==> config.mk <==
export PLATFORM = sky130hd
export DESIGN_NAME = mul10_arb
export DESIGN_NICKNAME = d
export VERILOG_FILES = /design/src/rtl/mul10_arb.sv
export SDC_FILE = /design/constraint.sdc
export NUM_CORES = 1
export LEC_CHECK = 0
export ABC_AREA = 1
export CAP_MARGIN = 20
export CORE_AREA = 2 2 120 122
export CTS_CLUSTER_DIAMETER = 40
export DETAILED_ROUTE_END_ITERATION = 6
export DIE_AREA = 0 0 122 124
export PLACE_DENSITY = 0.61
export SLEW_MARGIN = 20
export SYNTH_ARGS = -nofsm -noshare
export SYNTH_HDL_FRONTEND = slang
export SYNTH_SLANG_ARGS = --single-unit
==> constraint.sdc <==
create_clock -name clk -period 9.2 [get_ports clk]
set_input_delay 1.84 -clock clk [delete_from_list [all_inputs] [get_ports clk]]
set_output_delay 1.84 -clock clk [all_outputs]
set_load 0.01 [all_outputs]
==> src/rtl/mul10_arb.sv <==
// rtl/mul10_arb.sv - two-requester arbiter sharing one registered 10x10 unsigned multiplier
// Optional zero bypass: define MUL10_ARB_ZBYP_EN to skip CALC when an operand is zero.
module mul10_arb #(
  parameter int W = 10
) (
  input  logic           clk,
  input  logic           rst_n,
  input  logic           req0,
  input  logic [W-1:0]   x0,
  input  logic [W-1:0]   y0,
  output logic           ack0,
  input  logic           req1,
  input  logic [W-1:0]   x1,
  input  logic [W-1:0]   y1,
  output logic           ack1,
  output logic [2*W-1:0] z,
  output logic           z_id,
  output logic           z_valid,
  input  logic           z_ready
);

  typedef enum logic [1:0] {IDLE, CALC, HOLD} state_t;

  state_t         state, state_nx;
  logic [W-1:0]   opa, opb;
  logic           gid;
  logic           last;
  logic           sel;
  logic [W-1:0]   sel_x, sel_y;
  logic           zero_hit;
  logic [2*W-1:0] prod;
  logic           do_grant, do_calc, do_bypass, do_accept;

  // Ties go to whoever did not win last time; a lone request wins outright.
  always_comb begin
    sel   = (req0 & req1) ? ~last : req1;
    sel_x = sel ? x1 : x0;
    sel_y = sel ? y1 : y0;
  end

`ifdef MUL10_ARB_ZBYP_EN
  assign zero_hit = (sel_x == '0) | (sel_y == '0);
`else
  assign zero_hit = 1'b0;
`endif

  assign prod = {{W{1'b0}}, opa} * {{W{1'b0}}, opb};

  always_ff @(posedge clk) begin
    if (!rst_n) state <= IDLE;
    else        state <= state_nx;
  end

  always_comb begin
    state_nx = state;
    case (state)
      IDLE:    if (req0 | req1) state_nx = zero_hit ? HOLD : CALC;
      CALC:    state_nx = HOLD;
      HOLD:    if (z_ready) state_nx = IDLE;
      default: state_nx = IDLE;
    endcase
  end

  always_comb begin
    do_grant  = (state == IDLE) & (req0 | req1);
    do_bypass = do_grant & zero_hit;
    do_calc   = (state == CALC);
    do_accept = (state == HOLD) & z_ready;
  end

  always_ff @(posedge clk) begin
    if (!rst_n) begin
      ack0    <= 1'b0;
      ack1    <= 1'b0;
      opa     <= '0;
      opb     <= '0;
      gid     <= 1'b0;
      last    <= 1'b1;
      z       <= '0;
      z_id    <= 1'b0;
      z_valid <= 1'b0;
    end else begin
      ack0 <= do_grant & ~sel;
      ack1 <= do_grant & sel;
      if (do_grant) begin
        opa  <= sel_x;
        opb  <= sel_y;
        gid  <= sel;
        last <= sel;
      end
      if (do_calc) begin
        z       <= prod;
        z_id    <= gid;
        z_valid <= 1'b1;
      end else if (do_bypass) begin
        z       <= '0;
        z_id    <= sel;
        z_valid <= 1'b1;
      end else if (do_accept) begin
        z_valid <= 1'b0;
      end
    end
  end

endmodule

==> results of run 1 <==
[cell usage in the layout (no fill, tap or decap), drive strengths merged]
| cell | count |
|---|---|
| a21o | 1 |
| a21oi | 21 |
| a22o | 6 |
| a31oi | 16 |
| and2 | 2 |
| buf | 1 |
| bufinv | 2 |
| clkbuf | 5 |
| clkdlybuf4s50 | 68 |
| dfxtp | 48 |
| fa | 62 |
| ha | 55 |
| inv | 182 |
| nand2 | 230 |
| nand3 | 35 |
| nand3b | 1 |
| nand4 | 1 |
| nor2 | 53 |
| nor3 | 2 |
| o211ai | 2 |
| o21ai | 17 |
| xnor2 | 4 |
| xor2 | 4 |
[cells in the mapped netlist (6+ instances only)]
cell type	instances	share of area
o21ai_0	14	0.013
a21oi_1	18	0.016
inv_1	176	0.12
fa_1	62	0.23
nand3_1	33	0.030
nor2_1	48	0.033
a22o_1	6	0.0096
nand2_1	228	0.16
dfxtp_1	48	0.18
clkbuf_1	25	0.017
ha_1	55	0.13
a31oi_1	16	0.018
[power groups by stage]
stage               clock network [mW]  logic [mW]  registers, mW
floorplan                            0       0.178          0.248
global placement                     0       0.243          0.275
global route                     0.254       0.282          0.274
CTS                              0.248       0.247          0.270
detailed placement                   0       0.242          0.274
finish                           0.242       0.242          0.270
[metal layers]
layer / global-route usage / vias up / part of all wire
met1: 0.256 / 2125 / 0.49
li1: - / 2385 / -
met2: 0.321 / 103 / 0.45
met3: 0.0284 / 12 / 0.045
met5: 0 / - / 0
met4: 0.0323 / 0 / 0.010
[stage by stage]
step	setup WS, ps	utilization
after floorplan	4690	-
after global placement	4440	0.455
after detailed placement	4410	0.455
after CTS	4360	0.469
after global routing	3960	0.469
final	4380	0.469
[state kept, by name, summed over array words and instances (netlist names)]
| signal | cells |
|---|---|
| ack0 | 1 |
| ack1 | 1 |
| gid | 1 |
| last | 1 |
| opa | 10 |
| opb | 10 |
| state | 2 |
| z | 20 |
| z_id | 1 |
| z_valid | 1 |
[cell families (layout without fill, tap and decap cells)]
kind of cell,after synthesis,count (layout),share of synthesized area
XOR/XNOR,8,8,0.0128
adder cells (fa/ha/maj),117,117,0.353
AND/OR/NAND/NOR,324,324,0.239
flip-flops,48,48,0.176
AO/OA/AOI/OAI,63,63,0.0697
buffers and inverters,213,258,0.149
[path summary, 6_finish.rpt]
check,start,end,slack [ps],depth (start not counted)
setup / recovery,opa[6],z[13],4380,22
hold / removal,z_valid,z_valid,460,2
setup reg to reg,opa[6],z[13],4380,22
hold reg to reg,z_valid,z_valid,460,2
[cell type report]
type	count	area (µm²)	area share
multi-input cells	512	3690	0.573
clock buffers	5	125	0.0194
inverters	181	679	0.106
clock inverters	3	68.8	0.0107
well taps	180	225	0.0350
repair buffers	69	688	0.107
flip-flops and latches	48	961	0.149
[critical path, delay by kind of cell (launching register included)]
kind | cells | cell delay, ps
buffers and inverters | 7 | 360
DFF | 1 | 640
AOI/OAI and AO/OA | 1 | 150
and+or+nand+nor | 8 | 720
adders and majority gates | 6 | 2850
==> summary by stage, run 1 <==
Routing
The remaining number of nets flagged by the antenna check after routing is 0. The via count is approximately 4.6k. The detailed-routing iteration count for the pre-antenna-repair pass is 5. The vias per cell is 4.63. Dividing the detail-routed wire length by the instance count gives ~13 µm. The post-detailed-route DRC marker count is 0. After detailed routing, the total wire length is 12.8 mm. The detailed router finished its first iteration with roughly 250 violations.

CTS
The longest clock path from root to sink contains 2 buffers. The number of H-tree branching levels is 2. After clock tree synthesis, the flow added hold-fix buffers numbering 0. The count of instances resized after the clock tree is built is 0. The post-CTS setup buffer count is 0.

Buffers inserted during clock tree synthesis total 5. Clock tree synthesis found a total of 48 sinks. The tree is rooted in a clkbuf_16.

The clock slew seen by the registers of the worst setup and hold paths is ~70 ps. The later pin in the worst-skew pair is clocked with a latency of approximately 290 ps. The CTS tree is built.

Final layout
The fraction of final layout cells sized beyond drive strength 1 is 0.0330. The count of non-filler cells in the finished layout is approximately 1000. The layout has around 1.4k filler cells. After routing the design area is 6430 µm².

The area growth from synthesis to layout is 17.8%. The number of antenna cells inserted is 0. The number of nets in the layout is ~980.

Pwr
Of the total power, the share spent switching nets is 0.346. The power per cell area is about 120 nW/µm². The internal power contribution is roughly 0.5 mW. The clock power share is 0.321. The sequential share of power is 0.358. IR analysis of the VDD net gives a maximum drop of 0.0731 mV.

The combinational cell fraction of total power is 0.321. The final total power is approximately 0.76 mW. The switching power is about 0.26 mW. The leakage power is approximately 3.7 nW.

Global route
Entering global routing, the biggest net connects 35 pins. The via count of the first global-routing pass is approximately 4.8k. The remaining global-route overflow is 0. The global-route wire length before repair is about 23 mm. The number of antenna violations at the first check in global routing is 0. For this run, the total global-route usage over all layers was measured as 0.188.

Critical path
The type of element capturing the critical path is a flip-flop. The worst setup path is of the reg -> reg kind. The critical path required time is between 9000 and 10000 ps. The worst-path maximum fanout is 11. The arrival time at the worst endpoint is approximately 5000 ps. STA classifies the critical path startpoint as a flip-flop.

The library cell contributing the largest single delay on the critical path is dfxtp_1. In this design, the stage delay of the slowest critical-path cell is 640 ps. Traced cell by cell, the critical path runs through nand2_1 -> fa_1 -> inv_1 -> fa_1 -> inv_1 -> fa_1 -> inv_1 -> fa_1 -> inv_1 -> fa_1 -> inv_1 -> ha_1 -> nand2_1 -> inv_1 -> a21oi_2 -> nand2_1 -> nand2_1 -> nand2_1 -> nand2_1 -> nand3_1 -> nand2_1 -> inv_1.

Yosys
The number of different library cells in the post-synthesis netlist is 30. The number of enable flip-flop cells after synthesis is 0. Synthesis produced a netlist with a net count of slightly above 900. The most used flip-flop cell after synthesis is dfxtp_1. After synthesis, the mean cell area works out to approximately 7.1 µm².

The share of the Yosys chip area taken by registers is 0.176. The gate count after technology mapping is between 700 and 800. After synthesis the netlist holds a flip-flop and latch count of 48. The post-synth design cell area is roughly 5500 µm². The proportion of synthesized flip-flops having asynchronous set or reset is 0.

During synthesis, Yosys emitted a total of 0 warnings.

Timing
The post-route setup TNS is 0 ps. In the finished design, the share of the clock period the worst path needs comes to 0.524. Setup repair after global routing left no endpoint under its margin. The hold violation total from the final report is 0. At the pin with the least slew margin, the transition time is about 1000 ps. Hold timing on the final database bottoms out at a slack of between 400 and 500 ps.

Headroom to the max-slew limit came out at 0.326. The maximum achievable frequency is 207 MHz. The clock period minus worst slack is between 4000 and 5000 ps. The final worst clock skew is 8.38 ps. The count of endpoints failing setup in the final report is 0. The final number of max-transition violations came to 0.

Placement
The number of placed instances, taps included, is between 900 and 1k. The estimated wirelength of the detail-placed design is slightly above 10 mm. The number of buffer cells added on primary ports is 68. The cell area after placement is 6240 µm². The congestion estimate from routability-driven global placement came to roughly 0.87.

Floorplan
The initial utilization of the core area, before any placement, comes to 0.398. Measured along the y axis, the die boundary spans approximately 120 µm. The number of placement rows is 43. Measured along the x axis, the die boundary spans about 120 µm. The total core area is 13700 µm². The I/O pin total is 69. The area enclosed by the die boundary is about 15000 µm².

Worst hold path
In this run the worst hold path is classified as reg -> reg.

Run
Max-cap violations in this run came to 0.

Run status
The flow ran to the end, and the final reports show no timing, DRC or antenna violations.
Power figures use the tool's default switching activity.
==> run 2: changes to the inputs <==
==> constraint.sdc (replaced) <==
create_clock -name clk -period 4.95 [get_ports clk]
set_input_delay 0.99 -clock clk [delete_from_list [all_inputs] [get_ports clk]]
set_output_delay 0.99 -clock clk [all_outputs]
set_load 0.01 [all_outputs]
==> run 2 against run 1 <==
  * Largest power group is now combinational cells
  * Largest cell class unchanged
  * Wire length grew 2.9%
  * Sequential cell count is the same
  * First-iteration DRC count shrank 1.2%
  * Final area grew 1.5%
  * Cell count grew 1.7%
  * Highest routed layer unchanged
  * Sequential power grew 76%
  * Global-route usage grew 0.55 points
  * Worst setup slack lost 4000 ps
  * Clock skew shrank 1.1 ps
  * Core utilization grew 0.71 points
  * Sequential share of layout area shrank 0.051 points
  * Die area is the same
==> summary by stage, run 2 (synthesized netlist as in run 1, its figures left out) <==
Timing
The post-route fraction of the period consumed by the critical path is 0.928. The post-route setup TNS is 0 ps. For the pin with the worst max-slew slack, the measured transition is 647 ps. The maximum achievable frequency is around 220 MHz. The final number of max-transition violations is 0. On the final layout, the worst clock skew is 7.31 ps. The max-slew headroom at the worst pin is 0.568. The clock period minus worst slack is ~4600 ps. Setup repair after global routing left no endpoint under its margin. The hold violation total from the final report came to 0. The count of endpoints failing setup in the final report is 0.

Routing
Using the TritonRoute via totals, the vias-per-cell ratio works out to 4.59. The detailed-routing iteration count for the pre-antenna-repair pass is 5. For this block, the via count after detailed routing is around 4.7k.

The iteration-0 DRC count of the detailed router is about 240. The final layout contains routed wiring with a total length of around 13 mm. The remaining number of nets flagged by the antenna check after routing is 0.

The routed length per instance is approximately 13 µm. For this run, design rule violations remaining after detail routing come to 0.

Placement
Counting tap cells, the placed design contains a total of approximately 1.0k instances. The number of buffer cells added on primary ports is slightly below 70. The estimated wirelength of the detail-placed design is roughly 10 mm. The congestion estimate from routability-driven global placement came to about 0.84.

Critical path
The depth of the most critical reg-to-reg path is 22. Among the stages of the critical path, the cell type that occurs most often is nand2_1. The signal on the critical path passes through nand2_1 -> fa_1 -> inv_1 -> fa_1 -> inv_1 -> fa_1 -> inv_1 -> fa_1 -> inv_1 -> fa_1 -> inv_1 -> ha_1 -> nand2_1 -> nand2_1 -> a21oi_1 -> nand3_2 -> nand2_1 -> nand2_1 -> nand2_1 -> nand3_1 -> nand2_1 -> inv_1. The number of buffer and inverter instances along the worst setup path is 6. The delay of the slowest cell on the worst path is ~550 ps. The critical path required time is about 5200 ps.

The worst register-to-register path ends at z[19]. In this run the critical register-to-register path is launched from opb[3]. The library cell contributing the largest single delay on the critical path is fa_1. The critical path class is reg -> reg. The type of element capturing the critical path is a flip-flop. Of all nets on the critical path, the largest fanout is 6. The cell family contributing the most delay on the critical path is adder cells. The slack of the worst reg-to-reg path is approximately 350 ps. STA classifies the critical path startpoint as a flip-flop.

The arrival time at the worst endpoint is 4800 ps.

Final layout
The largest registers in the layout are z: 20 flops, opa: 10 flops, opb: 10 flops. More flip-flops sit in one register than any other, and that register is z. Leaving out fill and tap cells, the most frequent cells in the layout are nand2_1, inv_1, clkdlybuf4s50_1. The finished layout holds 1015 standard cells, fillers aside.

The flip-flop count of the largest register, all copies and words added is 20. The area growth from synthesis to layout is 19.6%. The number of nets in the layout is 996. The library cell used most frequently in the layout, excluding fill and tap cells, is nand2_1. The fraction of final layout cells sized beyond drive strength 1 is 0.0611. The final-layout fill cell count is 1431.

The repair_antennas step left the layout with diodes totalling 0.

Floorplan
The total core area is around 14000 µm². The area enclosed by the die boundary is 15100 µm². The starting density of the core is 0.398. From bottom edge to top edge, the die measures between 100 and 150 µm.

For this design the top-level I/O count stands at 69. The x dimension of the die is roughly 120 µm. The initialized floorplan defines 43 standard-cell rows.

Global route
The global-route usage over all layers is 0.193. The via count of the first global-routing pass is between 4k and 5k. Entering global routing, the biggest net connects 35 pins. After global routing the overflow that remains totals 0. For this run, global-route usage on met2 was measured as 0.334. The most used routing layer in global routing is met2. In the global route stage, met3 resource usage came out at 0.0229. The number of antenna violations at the first check in global routing is 0.

The first global-routing pass estimated approximately 23 mm of wire. The global routing met1 resource utilization is 0.261.

Pwr
In this run the power density over the cells is just over 200 nW/µm². VDD sags by at most between 0.1 and 0.15 mV. Summed over all cells, the static leakage comes to between 3 and 4 nW.

CTS
The later pin in the worst-skew pair is clocked with a latency of around 300 ps. The total clock buffers created by CTS is 5. Post-CTS timing repair inserted 0 buffers for setup. TritonCTS built the clock tree. The count of clock tree sinks is 48. The H-tree was split into 2 levels. The maximum count of clock buffers along a single path is 2. The clock slew seen by the registers of the worst setup and hold paths is roughly 70 ps. The tree is rooted in a clkbuf_16.

Run status
The flow ran to the end, and the final reports show no timing, DRC or antenna violations.

Worst hold path
The tightest min-delay check is of the reg -> reg type. The end point of the worst hold path is z_valid. Along the worst hold path, the cell count comes to 2. The worst hold path begins at z_valid.

Run
Across the run, the number of max-cap violations was 0.
## run 2: cell types whose count changed in the layout (fill, tap and decap cells not counted)
cell,before,now
buf_4,1,18
clkbuf_8,0,1
bufinv_16,2,0
dfxtp_2,0,6
dfxtp_1,48,41
clkinv_2,0,1
dfxtp_4,0,1
## run 2: worst min-delay path, cell delays in order, from the launching register on
cell     delay (ps)
dfxtp_1         310
nand2_1          60
a21oi_1          50
## run 2: per-stage QoR
step | total power, mW | utilization | setup WS, ps | area (µm²) | hold slack [ps]
finish | 1.34 | 0.476 | 354 | 6530 | 463
global route | 1.45 | 0.476 | 6.12 | 6530 | 499
CTS | 1.36 | 0.475 | 161 | 6520 | 467
detailed placement | 0.985 | 0.464 | 197 | 6370 | 456
global placement | 0.987 | 0.464 | 334 | 6370 | 444
floorplan | 0.792 | - | 441 | 5460 | 429
## run 2: worst max path at each step
stage | startpoint | slack, ps | to | cells past startpoint
global route | opb[3] | 6 | z[17] | 22
finish | opb[3] | 350 | z[19] | 22
detailed placement | opa[7] | 200 | z[19] | 22
CTS | opa[7] | 160 | z[19] | 22
floorplan | opa[7] | 440 | z[19] | 23
global placement | opa[7] | 330 | z[19] | 22
## run 2: cell type report
class                   instances  area (µm²)  area share
inverters                     181         679       0.104
repair buffers                 86         816       0.125
clock inverters                 2        13.8     0.00211
flip-flops and latches         48         972       0.149
clock buffers                   6         139      0.0213
well taps                     180         225      0.0345
multi-input cells             512        3690       0.564
## run 2: what timing repair did
item	CTS	global route
endpoints found under the hold margin	0	0
resized for setup	0	8
hold buffers	0	0
endpoints found under the setup margin	0	11
## run 2: metal layers
metal,vias up,share of wire
met3,12,0.037
met5,-,0
met2,86,0.46
met1,2135,0.50
li1,2422,-
met4,0,0.0094
## run 2: power breakdown
part           leakage, nW  internal, mW  switching [mW]
Combinational         3.34         0.219           0.287
Clock               0.0772         0.203           0.161
Sequential           0.398         0.428          0.0479
Total                 3.82         0.849           0.496
==> run 3: changes to the inputs <==
--- a/config.mk
+++ b/config.mk
@@ -11,6 +11,7 @@
 export CTS_CLUSTER_DIAMETER = 40
 export DETAILED_ROUTE_END_ITERATION = 6
 export DIE_AREA = 0 0 122 124
+export HOLD_SLACK_MARGIN = 0.08
 export PLACE_DENSITY = 0.61
 export SLEW_MARGIN = 20
 export SYNTH_ARGS = -nofsm -noshare
==> results of run 3 <==
The final DEF is identical to that of run 2; final timing and power are the same.
